--- src/rtl/byte_packer_pkg.sv ---
// Shared widths, types and the byte-enable helper for the byte packer.
package byte_packer_pkg;

    localparam int DATA_W = 8;
    localparam int BYTES  = 4;
    localparam int WORD_W = DATA_W * BYTES;
    localparam int CNT_W  = $clog2(BYTES);

    typedef logic [CNT_W-1:0] lane_cnt_t;
    typedef logic [BYTES-1:0] keep_t;

    // Lanes 0..cnt enabled, equivalent to (1 << (cnt+1)) - 1.
    function automatic keep_t keep_mask(input lane_cnt_t cnt);
        keep_t mask;
        for (int i = 0; i < BYTES; i++) begin
            mask[i] = (i <= int'(cnt));
        end
        return mask;
    endfunction

endpackage

--- src/rtl/pack_out_reg.sv ---
// Output holding register: loads a finished word, holds it under backpressure,
// and retires it when the downstream stage accepts.
module pack_out_reg #(
    parameter int WORD_W = byte_packer_pkg::WORD_W,
    parameter int BYTES  = byte_packer_pkg::BYTES
) (
    input  logic              clk,
    input  logic              rst,
    input  logic              load_i,
    input  logic [WORD_W-1:0] data_i,
    input  logic [BYTES-1:0]  keep_i,
    input  logic              last_i,
    input  logic              ready_i,
    output logic              valid_o,
    output logic [WORD_W-1:0] data_o,
    output logic [BYTES-1:0]  keep_o,
    output logic              last_o
);
    import byte_packer_pkg::*;

    logic              valid_q, valid_d;
    logic [WORD_W-1:0] data_q, data_d;
    logic [BYTES-1:0]  keep_q, keep_d;
    logic              last_q, last_d;

    // A load only arrives when the register is empty or being drained this cycle.
    always_comb begin
        valid_d = valid_q;
        data_d  = data_q;
        keep_d  = keep_q;
        last_d  = last_q;
        if (load_i) begin
            valid_d = 1'b1;
            data_d  = data_i;
            keep_d  = keep_i;
            last_d  = last_i;
        end else if (ready_i) begin
            valid_d = 1'b0;
        end
    end

    always_ff @(posedge clk or posedge rst) begin
        if (rst) begin
            valid_q <= 1'b0;
            data_q  <= '0;
            keep_q  <= '0;
            last_q  <= 1'b0;
        end else begin
            valid_q <= valid_d;
            data_q  <= data_d;
            keep_q  <= keep_d;
            last_q  <= last_d;
        end
    end

    assign valid_o = valid_q;
    assign data_o  = data_q;
    assign keep_o  = keep_q;
    assign last_o  = last_q;

endmodule

--- src/rtl/byte_packer.sv ---
// Packs consecutive bytes little-endian into a wide word; last_i closes a
// packet early and the byte-enable mask marks the filled lanes.
module byte_packer #(
    parameter int DATA_W = byte_packer_pkg::DATA_W,
    parameter int BYTES  = byte_packer_pkg::BYTES
) (
    input  logic                    clk,
    input  logic                    rst,
    input  logic [DATA_W-1:0]       data_i,
    input  logic                    valid_i,
    input  logic                    last_i,
    output logic                    ready_o,
    output logic [DATA_W*BYTES-1:0] data_o,
    output logic [BYTES-1:0]        keep_o,
    output logic                    last_o,
    output logic                    valid_o,
    input  logic                    ready_i
);
    import byte_packer_pkg::*;

    localparam lane_cnt_t LastLane = lane_cnt_t'(BYTES - 1);

    lane_cnt_t               cnt_q, cnt_d;
    logic [DATA_W*BYTES-1:0] acc_q, acc_d;
    logic [DATA_W*BYTES-1:0] mergedWord;
    keep_t                   wordKeep;
    logic                    inFire;
    logic                    wordDone;

    // Combinational path from ready_i keeps a full-rate stream bubble-free.
    assign ready_o  = !valid_o || ready_i;
    assign inFire   = valid_i && ready_o;
    assign wordDone = inFire && (last_i || (cnt_q == LastLane));
    assign wordKeep = keep_mask(cnt_q);

    // Lanes above cnt are always zero because the accumulator clears on completion.
    always_comb begin
        mergedWord = acc_q;
        mergedWord[int'(cnt_q)*DATA_W +: DATA_W] = data_i;
        acc_d = acc_q;
        cnt_d = cnt_q;
        if (wordDone) begin
            acc_d = '0;
            cnt_d = '0;
        end else if (inFire) begin
            acc_d = mergedWord;
            cnt_d = cnt_q + lane_cnt_t'(1);
        end
    end

    always_ff @(posedge clk or posedge rst) begin
        if (rst) begin
            acc_q <= '0;
            cnt_q <= '0;
        end else begin
            acc_q <= acc_d;
            cnt_q <= cnt_d;
        end
    end

    pack_out_reg #(
        .WORD_W(DATA_W*BYTES),
        .BYTES (BYTES)
    ) u_out (
        .clk    (clk),
        .rst    (rst),
        .load_i (wordDone),
        .data_i (mergedWord),
        .keep_i (wordKeep),
        .last_i (last_i),
        .ready_i(ready_i),
        .valid_o(valid_o),
        .data_o (data_o),
        .keep_o (keep_o),
        .last_o (last_o)
    );

endmodule

--- config.mk ---
export PLATFORM = sky130hd
export DESIGN_NAME = byte_packer
export DESIGN_NICKNAME = d
export VERILOG_FILES = /design/src/rtl/byte_packer_pkg.sv /design/src/rtl/pack_out_reg.sv /design/src/rtl/byte_packer.sv
export SDC_FILE = /design/constraint.sdc
export NUM_CORES = 1
export LEC_CHECK = 0
export ABC_AREA = 1
export CORE_MARGIN = 1.5
export CORE_UTILIZATION = 58
export CTS_CLUSTER_SIZE = 28
export DETAILED_ROUTE_END_ITERATION = 8
export PLACE_DENSITY_LB_ADDON = 0.3
export SYNTH_ARGS = -nofsm -noshare
export SYNTH_HDL_FRONTEND = slang
export SYNTH_SLANG_ARGS = --single-unit
--- constraint.sdc ---
create_clock -name clk -period 7.2 [get_ports clk]
set_input_delay 1.44 -clock clk [delete_from_list [all_inputs] [get_ports clk]]
set_output_delay 1.44 -clock clk [all_outputs]
set_load 0.005 [all_outputs]
; ---- Word level (Yosys, flattened, before mapping)
; Cells that the tools add are included.
[classes]
muxes = 7
n_reduce_logical = 7
n_addsub = 2
eq_ne = 1
shifts = 2
magnitude_cmp = 3
[op_table]
columns = op, count
row1 = two-way mux 32 bit, 2
row2 = negator 5 -> 33 bit, 1
row3 = variable shift 8 x 33 -> 32 bit (first input constant), 1
row4 = variable part select 8 x 33 -> 32 bit, 1
row5 = bitwise mux 32 bit, 1
row6 = less-or-equal comparator 2 bit (first input constant), 2
row7 = two-way mux 2 bit, 2
row8 = nonzero test 2 bit, 2
row9 = adder 2 x 1 -> 2 bit (second input constant), 1
row10 = equality test 2 bit (second input constant), 1
row11 = less-or-equal comparator 1 x 2 -> 1 bit (first input constant), 1
row12 = logical AND 1 bit, 2
row13 = logical OR 1 bit, 2
row14 = two-way mux 1 bit, 2
row15 = logical NOT 1 bit, 1
[word_totals]
input_bits = 13
wordCells = 28
output_inout_bits = 39
reg_bits = 72

; ---- Longest topological paths before layout
; Gate-level depths: netlist of the first run.
[depth]
ltp_word = 5
depth_mapped = 11
ltp_nobuf = 9

; ---- By module
; Synthesis of the first run repeated with hierarchy kept, for this count alone.
[unflattened]
hier_cells = 467
hier_area_um2 = 3500.9
[modules_own_cells]
columns = module, cells_each, instances, area_per_inst_um2, seq_area_each_um2
row1 = byte_packer, 305, 1, 2023.2, 850.8
row2 = pack_out_reg, 162, 1, 1477.7, 950.9

; ---- Worst setup path before layout of the first run
; Ideal clock, no wire load.
[synth_timing]
kind = input to output
from = input ready_i
to = output ready_o
stages = 2
required_ns = 5.760
slack_ns = 4.205
n_path_buf = 0
arrival_time_ns = 1.555
path_cell_list = inv_1 nand2_2
[synth_via]
elab_chain_len = 1
[synth_rtl]
columns = element, line
row1 = start: declaration, byte_packer.sv:17  ; input logic ready_i
row2 = logical OR 1 bit, byte_packer.sv:31  ; assign ready_o = !valid_o || ready_i;
row3 = end: declaration, byte_packer.sv:12  ; output logic ready_o,
; No other way between the ends.

; ---- Final worst setup path of the first run
; Same ends and word-level chain as after synthesis.

==> flow_summary_export.csv, run 1 <==
group,metric,value,unit
logic_synthesis,synth.avg_cell_area,7.524,um^2
logic_synthesis,netlist_instances,456,
detailed_routing,dr.pass1.iters,4,
sta,hold_viol_final,0,
sta,fin_ws,3.224,ns
die,die_area,0.006386,mm^2
power,irDropWorstVdd,0.1702,mV
detailed_routing,vias,2963,
sta,worst_slew_pin_slew,0.8976,ns
sta,fin_crit,3.976,ns
cells_and_area,stdcell_area,0.004135,mm^2
sta,fin_worst_skew,0.01213,ns
min_path,worstHoldPathCells,1,
detailed_routing,routed_wl,7520,um
power,switching_share,30.37,%
cells_and_area,nets,522,
critical_path,critPathLaunchType,"input port",
logic_synthesis,synthFlopType,"dfrtp_1",
cells_and_area,layout-drive-gt1-share,6.312,%
cts,cts_tree,"done",
cts,clockBufferDepth,2,
die,fp.dieW,79.91,um
placed_design,dp_slack,3.222,ns
placed_design,portBuffers,51,
power,static-leakage-power,2.302,nW
logic_synthesis,yosys-top-cells-area,"dfrtp_1, nand2_1, ha_1",
cts,post_cts_resized,0,
logic_synthesis,synth_top_area_share,52.52,%
cts,htreeDepth,3,
global_routing,antenna_found_initial,0,
cts,cts_setup_buffers,0,
die,std_cell_rows,27,
global_routing,grt_overflow,0,
logic_synthesis,ys_types,23,
sta,rsz0062_at_grt,"false",
power,power.share.clock,32.3,%
logic_synthesis,async_reset_ff_share,100.0,%
sta,setup_violations,0,
critical_path,path_cells,"clkdlybuf4s50_1, inv_1, nand2_2, clkdlybuf4s50_1",
critical_path,cpPeakStageDelay,0.51,ns
power,power_frac_comb,21.9,%
sta,drv_slew,0,
status,outcome,"finished, final reports clean",
cts,root_buffer,"clkbuf_8",
logic_synthesis,syn-num-nets,476,
critical_path,endpoint_kind,"output port",
global_routing,grt_max_degree,73,
logic_synthesis,ys_seq_area_share,52.52,%
sta,finalCritPeriodShare,55.22,%
power,seqPwrFrac,45.7,%
cts,cts_num_sinks,72,
logic_synthesis,synthTopCellsByCount,"nand2_1, dfrtp_1, nor2_1, inv_1, buf_2",
cts,path_clk_slew,0.07,ns
job,cap_violations,0,
detailed_routing,via_per_inst,5.117,
sta,max_freq,251.5,MHz
logic_synthesis,yosysMostFrequentCell,"nand2_1",
power,pwr_density_cell,241.0,mW/mm^2
detailed_routing,wl_per_cell,12.99,um
cells_and_area,fillers,428,
critical_path,crit_type,"in2out",
cells_and_area,area_delta_synth_final,20.53,%
power,p_int,694.1,uW
global_routing,grtUsageTotal,26.14,%
die,die_h,79.91,um
critical_path,ff2ff_path_depth,9,
critical_path,cp_common_cell,"clkdlybuf4s50_1",
cells_and_area,antenna_cells,0,
cts,hold_buffers,0,
die,top_level_ports,52,
critical_path,cp_data_required_time,5.76,ns
critical_path,critPathMaxFanout,3,
min_path,min_path_type,"reg2reg",
die,start_util,61.18,%
placed_design,place_area,0.003936,mm^2
sta,tns,0,ns
logic_synthesis,yosysTopAreaCell,"dfrtp_1",
global_routing,grt_pass1_vias,2770,
cells_and_area,fin_util,73.74,%
placed_design,dp_hpwl,4904,um
power,p_sw,302.7,uW
critical_path,slowest_stage,"clkdlybuf4s50_1",
logic_synthesis,synth_area,0.003431,mm^2
placed_design,gp_congestion,0.9079,
logic_synthesis,synth_edf_count,0,
detailed_routing,drc,0,
detailed_routing,postRouteAntennaNets,0,
logic_synthesis,ys_warn_count,0,
detailed_routing,initialDrtViolationCount,172,
sta,slew_headroom,40.16,%
global_routing,grt_first_pass_wirelength,12630,um
die,coreArea,0.005608,mm^2
cts,cts_buffers,9,
critical_path,arrival,2.54,ns
cts,clk-insertion-delay-late,0.35,ns
logic_synthesis,ys_ff_latch,72,
-- placed cells by master (no fill, tap or decap) --
cell / Yosys / routed
bufinv_16: 0 / 1
nor2_4: 2 / 2
nand2_1: 290 / 290
inv_1: 14 / 13
ha_1: 7 / 7
clkinv_1: 1 / 1
o21ai_0: 2 / 2
nand2_2: 2 / 2
o21ai_1: 4 / 4
a21oi_4: 1 / 1
clkdlybuf4s50_1: 0 / 51
buf_4: 1 / 1
clkbuf_8: 0 / 11
clkbuf_1: 1 / 2
nor2_2: 3 / 3
nand2_4: 1 / 1
nor2_1: 17 / 17
clkinv_2: 0 / 2
dfrtp_1: 72 / 72
nand3_1: 8 / 8
or2_2: 1 / 1
nand4_1: 8 / 8
inv_2: 6 / 7
-- worst paths after layout --
check / from / to / slack (ns)
hold reg to reg: u_out.keep_o[0]$_DFFE_PP0P_ / u_out.keep_o[0]$_DFFE_PP0P_ / 0.48
max in group asynchronous: rst / u_out.data_o[10]$_DFFE_PP0P_ / 4.93
hold / removal: u_out.keep_o[0]$_DFFE_PP0P_ / u_out.keep_o[0]$_DFFE_PP0P_ / 0.48
setup / recovery: ready_i / ready_o / 3.22
setup reg to reg: cnt_q[0]$_DFFE_PP0P_ / acc_q[30]$_DFFE_PP0P_ / 5.02
min in group asynchronous: rst / u_out.data_o[29]$_DFFE_PP0P_ / 1.67
-- layout make-up --
type,count,area (um^2),area share [%]
clock buffer,13,158.9,3.843
clock inverter,3,40.04,0.9682
inverter,21,78.83,1.906
multi-input combinational,346,1448,35.01
sequential,72,1802,43.57
tap,72,90.09,2.179
timing repair buffer,52,518.0,12.53
-- cells by family (layout without fill, tap and decap cells) --
| group | Yosys count | in the layout | synth area share [%] |
|---|---|---|---|
| and+or+nand+nor | 332 | 332 | 38.29 |
| AOI/OAI and AO/OA | 7 | 7 | 1.350 |
| buffers and inverters | 38 | 89 | 5.288 |
| DFF | 72 | 72 | 52.52 |
| adders and majority gates | 7 | 7 | 2.553 |
-- critical path, delay by kind of cell --
family | cells | cell delay [ns]
buffers and inverters | 3 | 1.00
AND/OR/NAND/NOR | 1 | 0.09
-- sequential cells by signal (all words and copies together) (netlist names) --
signal and count:
u_out.keep_o 4, u_out.valid_o 1, u_out.data_o 32, acc_q 32, u_out.last_o 1, cnt_q 2
-- layer usage --
| metal | track usage [%] | routed length (um) | up-vias |
|---|---|---|---|
| met5 | 0 | 0 | - |
| met3 | 5.143 | 320 | 22 |
| met4 | 12.76 | 210 | 0 |
| met1 | 33.81 | 3423 | 1395 |
| li1 | - | - | 1472 |
| met2 | 41.93 | 3565 | 74 |
-- per-stage QoR --
step | hold WS, ns | instances | power (mW)
2_1_floorplan | 0.4492 | 456 | 0.5994
3_3_place_gp | 0.4571 | 563 | 0.6720
3_5_place_dp | 0.4641 | 563 | 0.6788
4_1_cts | 0.4830 | 579 | 0.9981
5_1_grt | 0.4990 | 579 | 1.045
6_report | 0.4786 | 579 | 0.9968
-- power by group through the flow --
stage | combinational (mW) | sequential (mW) | clock (mW)
5_1_grt | 0.242 | 0.459 | 0.344
6_report | 0.219 | 0.456 | 0.322
2_1_floorplan | 0.138 | 0.462 | 0
3_5_place_dp | 0.216 | 0.462 | 0
4_1_cts | 0.218 | 0.455 | 0.325
3_3_place_gp | 0.211 | 0.461 | 0
(Power assumes the default switching activity.)
==> run 2: changes to the inputs <==
CORE_UTILIZATION = 54   (was 58)
clock period = 4.1 ns   (was 7.2 ns; I/O delays follow)
==> flow_summary_export.csv, run 2 (synthesis results as in run 1) <==
group,metric,value,unit
detailed_routing,initialDrtViolationCount,194,
cts,cts_setup_buffers,0,
cts,post_cts_resized,0,
sta,finalCritPeriodShare,66.72,%
die,coreArea,0.006026,mm^2
sta,fin_crit,2.736,ns
cts,cts_buffers,9,
power,static-leakage-power,2.278,nW
power,pwr_density_cell,405.7,mW/mm^2
sta,whs,0.4752,ns
min_path,min_path_type,"reg2reg",
min_path,worstHoldPathCells,1,
critical_path,startpoint,"ready_i",
sta,worst_slew_pin_slew,0.8194,ns
die,fp.dieW,82.71,um
sta,max_freq,365.5,MHz
cts,cts_num_sinks,72,
sta,drv_slew,0,
critical_path,endpoint_kind,"output port",
power,finalPower,1.661,mW
cells_and_area,fillers,493,
critical_path,arrival,1.92,ns
placed_design,dp.cells,566,
cells_and_area,final_cell_mix,"nand2_1, dfrtp_1, clkdlybuf4s50_1, nor2_1, inv_1",
global_routing,grt_pass1_vias,2794,
cts,clk-insertion-delay-late,0.36,ns
sta,hold_viol_final,0,
cells_and_area,nets,522,
cells_and_area,mostFrequentLayoutCell,"nand2_1",
cts,htreeDepth,3,
critical_path,crit_family,"buffers and inverters",
critical_path,ff2ff_path_depth,9,
die,top_level_ports,52,
detailed_routing,postRouteAntennaNets,0,
cts,path_clk_slew,0.07,ns
detailed_routing,drc,0,
sta,tns,0,ns
global_routing,antenna_found_initial,0,
critical_path,cpPeakStageDelay,0.51,ns
detailed_routing,routed_wl,7633,um
job,cap_violations,0,
cells_and_area,antenna_cells,0,
critical_path,critPathLaunchType,"input port",
detailed_routing,via_per_inst,5.102,
status,outcome,"finished, final reports clean",
critical_path,slowest_stage,"clkdlybuf4s50_1",
global_routing,grt_overflow,0,
critical_path,cp_data_required_time,3.28,ns
cts,clockBufferDepth,2,
critical_path,critPathMaxFanout,3,
critical_path,crit_cells,4,
cts,hold_buffers,0,
global_routing,grt_max_degree,62,
critical_path,rr_startpoint,"cnt_q[0]$_DFFE_PP0P_",
die,start_util,56.94,%
detailed_routing,wl_per_cell,13.14,um
critical_path,path_cells,"clkdlybuf4s50_1, inv_1, nand2_2, clkdlybuf4s50_1",
critical_path,worst-path-buf-inv,3,
die,die_h,82.71,um
placed_design,gp_congestion,0.8791,
cells_and_area,area_delta_synth_final,19.33,%
critical_path,crit_type,"in2out",
critical_path,cp_common_cell,"clkdlybuf4s50_1",
detailed_routing,dr.pass1.iters,5,
global_routing,grtUsageTotal,25.42,%
die,std_cell_rows,28,
cts,root_buffer,"clkbuf_8",
sta,setup_violations,0,
sta,fin_worst_skew,0.006541,ns
cells_and_area,finalNonFillerCells,581,
placed_design,portBuffers,51,
min_path,hp-start,"u_out.keep_o[0]$_DFFE_PP0P_",
placed_design,dp_hpwl,5139,um
detailed_routing,vias,2964,
cts,cts_tree,"done",
sta,slew_headroom,45.25,%
sta,rsz0062_at_grt,"false",
cells_and_area,layout-drive-gt1-share,6.126,%
global_routing,grt_first_pass_wirelength,12770,um
power,irDropWorstVdd,0.2820,mV
die,die_area,0.006840,mm^2
[run 2: area by class of cell]
class | instances | area [um^2] | area share (%)
clock inverter | 4 | 22.52 | 0.5501
tap | 75 | 93.84 | 2.292
inverter | 21 | 78.83 | 1.925
timing repair buffer | 52 | 518.0 | 12.65
clock buffer | 11 | 131.4 | 3.209
sequential | 72 | 1802 | 44.01
multi-input combinational | 346 | 1448 | 35.36
[run 2: stage by stage]
stage | worst slack [ns] | util [%] | cell area, um^2
floorplan | 1.455 | - | 3431
global placement | 1.370 | 65.39 | 3940
detailed placement | 1.359 | 65.39 | 3940
CTS | 1.358 | 67.94 | 4094
global route | 1.328 | 67.94 | 4094
finish | 1.364 | 67.94 | 4094
[run 2: worst paths after layout]
check,end,slack (ns)
min in group asynchronous,u_out.data_o[23]$_DFFE_PP0P_,0.69
worst min-delay path,u_out.keep_o[0]$_DFFE_PP0P_,0.48
worst min register to register,u_out.keep_o[0]$_DFFE_PP0P_,0.48
max in group asynchronous,acc_q[18]$_DFFE_PP0P_,2.37
worst max register to register,u_out.data_o[14]$_DFFE_PP0P_,1.92
worst max-delay path,ready_o,1.36
[run 2: worst register-to-register path, cell delays in order (launching register included)]
cell and delay (ns):
dfrtp_1 0.48, inv_1 0.37, ha_1 0.58, inv_2 0.15, nand2_1 0.12, nor2_1 0.08, nand2_1 0.11, nand2_1 0.08
nand2_1 0.06, nand2_1 0.05
[run 2: where the power goes]
| part | internal (mW) | total, mW | switching, mW |
|---|---|---|---|
| Clock | 0.213 | 0.474 | 0.261 |
| Sequential | 0.764 | 0.799 | 0.0351 |
| Combinational | 0.143 | 0.388 | 0.245 |
[run 2: metal layers]
| layer | vias up | wire (um) | track usage, % |
|---|---|---|---|
| met2 | 76 | 3734 | 42.60 |
| met1 | 1409 | 3414 | 31.41 |
| met3 | 16 | 339 | 5.824 |
| met5 | - | 0 | 0 |
| li1 | 1463 | - | - |
| met4 | 0 | 144 | 11.00 |
==> run 3: changes to the inputs <==
clock period = 2.7 ns   (was 4.1 ns; I/O delays follow)
==> flow_summary_export.csv, run 3 (synthesis results as in run 1) <==
group,metric,value,unit
power,power.share.clock,38.1,%
placed_design,gp_congestion,0.8938,
sta,fin_worst_skew,0.004598,ns
detailed_routing,vias,2934,
sta,rsz0062_at_grt,"false",
die,fp.dieW,82.71,um
global_routing,grt_overflow,0,
min_path,hp-start,"u_out.data_o[29]$_DFFE_PP0P_",
cts,root_buffer,"clkbuf_8",
critical_path,cpPeakStageDelay,0.51,ns
detailed_routing,via_per_inst,4.981,
power,irDropWorstVdd,0.7636,mV
cts,clk-insertion-delay-late,0.35,ns
detailed_routing,dr_wl_met3,361,um
global_routing,grtUsageTotal,25.18,%
global_routing,grt_pass1_vias,2806,
min_path,min_to,"u_out.data_o[29]$_DFFE_PP0P_",
cells_and_area,area_delta_synth_final,24.91,%
sta,finalCritPeriodShare,81.39,%
detailed_routing,dr.pass1.iters,4,
cells_and_area,final_cell_mix,"nand2_1, dfrtp_1, clkdlybuf4s50_1, nor2_1, inv_1",
critical_path,cp_common_cell,"clkdlybuf4s50_1",
die,die_h,82.71,um
critical_path,path_cells,"clkdlybuf4s50_1, inv_1, nand2_2, clkdlybuf4s50_1",
detailed_routing,top_layer_used,"met4",
critical_path,endpoint_kind,"output port",
detailed_routing,drc,0,
min_path,worstHoldPathCells,2,
sta,hold_viol_final,0,
placed_design,place_area,0.004018,mm^2
cts,hold_buffers,0,
cells_and_area,nets,529,
critical_path,cp_data_required_time,2.16,ns
critical_path,rrSetupSlack,0.64,ns
cells_and_area,mostFrequentLayoutCell,"nand2_1",
critical_path,rr_startpoint,"cnt_q[0]$_DFFE_PP0P_",
cells_and_area,layout-drive-gt1-share,7.977,%
detailed_routing,initialDrtViolationCount,154,
detailed_routing,routed_wl,7583,um
sta,fin_crit,2.198,ns
cts,path_clk_slew,0.07,ns
cts,post_cts_resized,0,
critical_path,crit_type,"in2out",
power,power_frac_comb,20.6,%
die,coreArea,0.006026,mm^2
job,cap_violations,0,
critical_path,timing.rr.end,"acc_q[3]$_DFFE_PP0P_",
cts,cts_buffers,9,
global_routing,grt_max_degree,73,
critical_path,critPathMaxFanout,3,
status,outcome,"finished, final reports clean",
critical_path,arrival,1.66,ns
cells_and_area,antenna_cells,0,
die,top_level_ports,52,
critical_path,critPathLaunchType,"input port",
detailed_routing,wl_met2,3586,um
cells_and_area,multi_input_area,0.001448,mm^2
min_path,min_path_type,"reg2reg",
global_routing,antenna_found_initial,0,
detailed_routing,postRouteAntennaNets,0,
global_routing,grt_first_pass_wirelength,12770,um
power,seqPwrFrac,41.3,%
sta,tns,0,ns
cts,cts_setup_buffers,0,
power,p_sw,812.7,uW
sta,setup_violations,0,
placed_design,portBuffers,51,
placed_design,dp_hpwl,5279,um
cells_and_area,fillers,470,
power,p_int,2.125,mW
sta,slew_headroom,64.19,%
power,static-leakage-power,2.380,nW
cts,htreeDepth,3,
cts,cts_num_sinks,72,
die,start_util,56.94,%
sta,drv_slew,0,
cells_and_area,stdcell_area,0.004285,mm^2
critical_path,slowest_stage,"clkdlybuf4s50_1",
die,die_area,0.006840,mm^2
die,std_cell_rows,28,
detailed_routing,wl_met1,3473,um
cells_and_area,register_area,0.001802,mm^2
sta,worst_slew_pin_slew,0.5371,ns
sta,max_freq,455.0,MHz
power,pwr_density_cell,685.5,mW/mm^2
cts,cts_tree,"done",
cts,clockBufferDepth,2,
power,switching_share,27.67,%
detailed_routing,wl_per_cell,12.87,um
critical_path,ff2ff_path_depth,7,
[run 3: cell count changes in the layout (fill, tap and decap cells not counted)]
| cell | change |
|---|---|
| buf_4 | +5 |
| clkbuf_1 | -2 |
| clkbuf_8 | +1 |
| clkinvlp_4 | -1 |
| buf_12 | +2 |
| clkinv_2 | -1 |
| bufinv_16 | +4 |
[run 3: how the worst max path moves through the flow]
stage	start	to	slack, ns	cells after the start
after floorplan	rst	acc_q[0]$_DFFE_PP0P_	0.34	1
after global placement	ready_i	u_out.keep_o[0]$_DFFE_PP0P_	0.52	8
after detailed placement	ready_i	u_out.keep_o[0]$_DFFE_PP0P_	0.47	8
after CTS	ready_i	ready_o	0.50	4
after global routing	ready_i	ready_o	0.47	4
final	ready_i	ready_o	0.50	4
[run 3: metal layers]
layer | GRT usage [%] | up-vias
li1 | - | 1481
met1 | 32.79 | 1360
met2 | 40.41 | 76
met3 | 7.143 | 17
met4 | 8.500 | 0
met5 | 0 | -
[run 3: cell type report]
| class | instances | area share [%] |
|---|---|---|
| clock buffer | 10 | 3.212 |
| clock inverter | 6 | 3.037 |
| inverter | 21 | 1.839 |
| multi-input combinational | 346 | 33.78 |
| sequential | 72 | 42.04 |
| tap | 75 | 2.190 |
| timing repair buffer | 59 | 13.90 |
[run 3: critical path, delay by kind of cell]
kind | cells | cell delay [ns]
buf+inv | 3 | 1.03
simple gates | 1 | 0.09
[run 3: power by group through the flow]
stage               combinational (mW)  sequential, mW  clock [mW]
finish                           0.605            1.21        1.12
global route                     0.671            1.22        1.18
CTS                              0.605            1.21        1.14
detailed placement               0.603            1.23           0
global placement                 0.586            1.23           0
floorplan                        0.367            1.23           0
[run 3: per-stage QoR]
step,hold WS [ns],worst slack (ns),instances,total power [mW],utilization (%)
after floorplan,0.4492,0.3351,456,1.599,-
after global placement,0.4612,0.5181,573,1.819,66.67
after detailed placement,0.4645,0.4686,573,1.836,66.67
after CTS,0.4834,0.4997,589,2.955,71.12
after global routing,0.4922,0.4671,589,3.073,71.12
final,0.4758,0.5024,589,2.937,71.12
